==> config.mk <==
export PLATFORM = sky130hd
export DESIGN_NAME = encoder4to2_event_queue
export DESIGN_NICKNAME = d
export VERILOG_FILES = /design/src/rtl/encoder4to2_event_queue.sv
export SDC_FILE = /design/constraint.sdc
export NUM_CORES = 1
export LEC_CHECK = 0
export CAP_MARGIN = 20
export CORE_AREA = 10 10 47 49
export DETAILED_ROUTE_END_ITERATION = 10
export DIE_AREA = 0 0 57 59
export DONT_BUFFER_PORTS = 1
export GPL_TIMING_DRIVEN = 0
export PLACE_DENSITY = 0.49
export SYNTH_ARGS = -nofsm -noshare
export SYNTH_HDL_FRONTEND = slang
export SYNTH_SLANG_ARGS = --single-unit
export TNS_END_PERCENT = 10
==> constraint.sdc <==
create_clock -name clk -period 1 [get_ports clk]
set_input_delay 0.1 -clock clk [delete_from_list [all_inputs] [get_ports clk]]
set_output_delay 0.1 -clock clk [all_outputs]
set_load 0.005 [all_outputs]
==> src/rtl/encoder4to2_event_queue.sv <==
// Event-capturing priority encoder: latches request pulses as pending lines and
// presents the highest pending index, one at a time, over a valid/ready output.
module encoder4to2_event_queue #(
    parameter int N     = 4,
    parameter int IDX_W = $clog2(N)
) (
    input  logic             clk,
    input  logic             rst,
    input  logic [N-1:0]     req_i,
    output logic [IDX_W-1:0] out_idx_o,
    output logic             out_vld_o,
    input  logic             out_rdy_i,
    output logic [N-1:0]     pend_o,
    output logic             ovf_o,
    input  logic             ovf_clr_i
);

    typedef enum logic {
        EMPTY = 1'b0,
        FULL  = 1'b1
    } state_t;

    state_t           state_q, state_d;
    logic [N-1:0]     pend_q, pend_d, take_mask;
    logic [IDX_W-1:0] idx_q, idx_d, enc;
    logic             ovf_q, ovf_d, ovf_set;
    logic             any_pend, load;

    assign any_pend = |pend_q;

    // ascending scan so the highest set line is the last one written
    always_comb begin
        enc = '0;
        for (int k = 0; k < N; k++) begin
            if (pend_q[k]) enc = IDX_W'(k);
        end
    end

    always_comb begin
        state_d = state_q;
        load    = 1'b0;
        unique case (state_q)
            EMPTY: begin
                if (any_pend) begin
                    load    = 1'b1;
                    state_d = FULL;
                end
            end
            FULL: begin
                if (out_rdy_i) begin
                    if (any_pend) load = 1'b1;
                    else          state_d = EMPTY;
                end
            end
        endcase
    end

    always_comb begin
        take_mask = '0;
        if (load) take_mask[enc] = 1'b1;
    end

    assign idx_d = load ? enc : idx_q;

    // a line being taken this edge absorbs a fresh event without overflow
    assign ovf_set = |(req_i & pend_q & ~take_mask);
    assign pend_d  = (pend_q & ~take_mask) | req_i;
    assign ovf_d   = ovf_set | (ovf_q & ~ovf_clr_i);

    always_ff @(posedge clk or posedge rst) begin
        if (rst) begin
            state_q <= EMPTY;
            pend_q  <= '0;
            idx_q   <= '0;
            ovf_q   <= 1'b0;
        end else begin
            state_q <= state_d;
            pend_q  <= pend_d;
            idx_q   <= idx_d;
            ovf_q   <= ovf_d;
        end
    end

    assign out_idx_o = idx_q;
    assign out_vld_o = (state_q == FULL);
    assign pend_o    = pend_q;
    assign ovf_o     = ovf_q;

endmodule
==> qor.yml <==
outcome:
  status: "complete, but fails checks"
  failed_checks: "setup timing"
final_layout:
  syn2layout_area_growth_pct: 30.17
  final_area_um2: 480.5
  fillers: 149
  drive_above_1_share: 0.2045
  antenna_cells: 0
  fin_nets: 54
  instances_no_fill: 60
timing:
  worstMarginPinSlew_ns: 0.3129
  fmax_mhz: 797.2
  hold_ws_ns: 0.03442
  slew-limit-headroom: 0.7912
  clock_skew_ns: 0.001045
  hold_violations: 0
  grt_setup_unrepaired: "yes"
  slew_violations: 0
  setup_slack_ns: -0.2544
  fin_crit_ns: 1.254
  finalCritPeriodShare: 1.254
  final-setup-viol-count: 3
route:
  wl_um: 886
  drt_first_iter_violations: 3
  drc: 0
  drtPass1Iterations: 4
  ant_nets: 0
  routedWlPerCell_um: 14.77
  vias_per_cell: 4.933
  vias: 296
min_path:
  hp-class: "in2reg"
clock_tree:
  clockBufferDepth: 2
  clkLatencyLatePin_ns: 0.25
  clk_pin_slew_ns: 0.05
  ctsHtreeMaxLevel: 1
  clkSinkCount: 8
  post_cts_buffers: 0
  cts-buffers-inserted: 3
  cts-root-buf: "clkbuf_4"
  cts_tree: "built"
synthesis:
  synthTopCellsByArea: "dfrtp_1 (54%), o21ai_1 (5.4%), o311ai_2 (4.4%), inv_1 (4.1%), nor2_1 (4.1%)"
  avgSynthCellArea_um2: 10.25
  ys_ff_latch: 8
  yosysWarnings: 0
  ys_top_cells_by_count: "dfrtp_1 (8), inv_1 (4), nor2_1 (4), o21ai_1 (4)"
  synth_top_area_share: 0.5424
  yosysMostFrequentCell: "dfrtp_1"
  synth.net_count: 44
  synth_ff_type: "dfrtp_1"
  yosysSeqAreaShare: 0.5424
  synth.distinct_cells: 17
  synth_area_leader_cell: "dfrtp_1"
  synthCells: 36
  syn_area_um2: 369.1
  synth-async-reset-ratio: 1.000
  synth_edf_count: 0
pwr:
  total_leakage_power_uw: 0.0002003
  vdd_drop_max_mv: 0.5737
  powerDensity_nw_per_um2: 1401
placed_design:
  place_area_um2: 389.1
  gp_congestion: 0.7379
  place_inst: 52
  io_buffers: 0
floorplanning:
  ios: 16
  core_area_um2: 1401
  dieWidth_um: 57
  start_util: 0.2634
  die_h_um: 59
  rows: 14
  die_area_um2: 3363
setup_path:
  slowest_delay_ns: 0.45
  startpoint_type: "flop"
  reg2reg_slack_ns: -0.25
  crit_slowest_cell: "dfrtp_2"
  path_buf_inv: 0
  crit_type: "reg2reg"
  cpLargestDelayFamily: "flip-flops"
  cp-end-kind: "flop"
  crit_required_ns: 1.11
  cp_cell_sequence: "or2_4 -> o311ai_4 -> o2111ai_1"
  path_max_fanout: 7
  critPathArrivalTime_ns: 1.36
global_routing:
  grt_usage: 0.05816
  grt_pass1_wl_mm: 1.490
  grt_pass1_vias: 333
  antenna_found_initial: 0
  grt_max_degree: 11
  grt_overflow: 0
flow_run:
  maxCapViolations: 0
repair_timing:
item / 4_1_cts / 5_1_grt
endpoints found under the setup margin: 7 / 6
resized for setup: 6 / 0
pin swaps: 0 / 0
hold endpoints to repair: 12 / 0
hold buffers: 5 / 0
per-stage QoR:
step           worst slack (ns)  power [uW]  setup TNS (ns)    util
6_report                -0.2544       673.2         -0.4888  0.3429
3_5_place_dp            -0.2982       420.9         -0.6666  0.2777
3_3_place_gp            -0.2653       418.5         -0.5790  0.2777
2_1_floorplan           -0.1515       404.4         -0.2363       -
4_1_cts                 -0.2630       693.1         -0.5395  0.3429
5_1_grt                 -0.2981       731.5         -0.8431  0.3429
worst paths after layout:
kind	start	depth (start not counted)	endpoint
max	pend_o[2]$_DFF_PP0_	3	ovf_o$_DFF_PP0_
min	req_i[0]	2	ovf_o$_DFF_PP0_
max reg2reg	pend_o[2]$_DFF_PP0_	3	ovf_o$_DFF_PP0_
min reg2reg	out_idx_o[0]$_DFFE_PP0N_	2	out_idx_o[0]$_DFFE_PP0N_
max in group asynchronous	rst	2	pend_o[3]$_DFF_PP0_
min in group asynchronous	rst	2	out_idx_o[0]$_DFFE_PP0N_
report_power, final:
| group | leakage [uW] | switching [uW] | total (uW) | internal [uW] |
|---|---|---|---|---|
| clock network | 0.0000138 | 101 | 238 | 137 |
| registers | 0.0000772 | 22.4 | 364 | 341 |
| logic | 0.000109 | 32.1 | 71.9 | 39.8 |
| total | 0.000200 | 155 | 673 | 518 |
routing by layer:
metal  GRT usage  wire length, um  up-vias
met4     0.05034                6        0
met5           0                0        -
met2     0.07907              350       16
li1            -                -      141
met1     0.06130              389      137
met3     0.03648              138        2
flip-flops by register name, indices dropped and copies added, names as in the netlist:
register / cells
out_idx_o: 2
pend_o: 4
ovf_o: 1
out_vld_o: 1
layout make-up:
type / count / area, um2 / area share
inverters: 4 / 15.01 / 0.03125
flip-flops and latches: 8 / 202.7 / 0.4219
plain buffers: 1 / 11.26 / 0.02344
repair buffers: 5 / 50.05 / 0.1042
multi-input cells: 23 / 158.9 / 0.3307
well taps: 16 / 20.02 / 0.04167
clock buffers: 3 / 22.52 / 0.04687
cell usage in the layout, fill, tap and decap left out, drive strengths merged:
cell type / n
o21ai: 6
a21oi: 1
buf: 1
inv: 4
a21o: 1
o211ai: 1
o31ai: 1
dfrtp: 8
o2111ai: 1
dlygate4sd3: 5
nand2b: 2
clkbuf: 3
nor2: 4
or2: 1
nand2: 2
o311ai: 1
nor2b: 1
a32oi: 1
cell families after synthesis:
logic type      Yosys count  share of synthesized area
flops                     8                     0.5424
compound gates           13                     0.2475
buf+inv                   5                    0.05421
simple gates             10                     0.1559
Note: power is estimated with default switching activity, not from simulation.
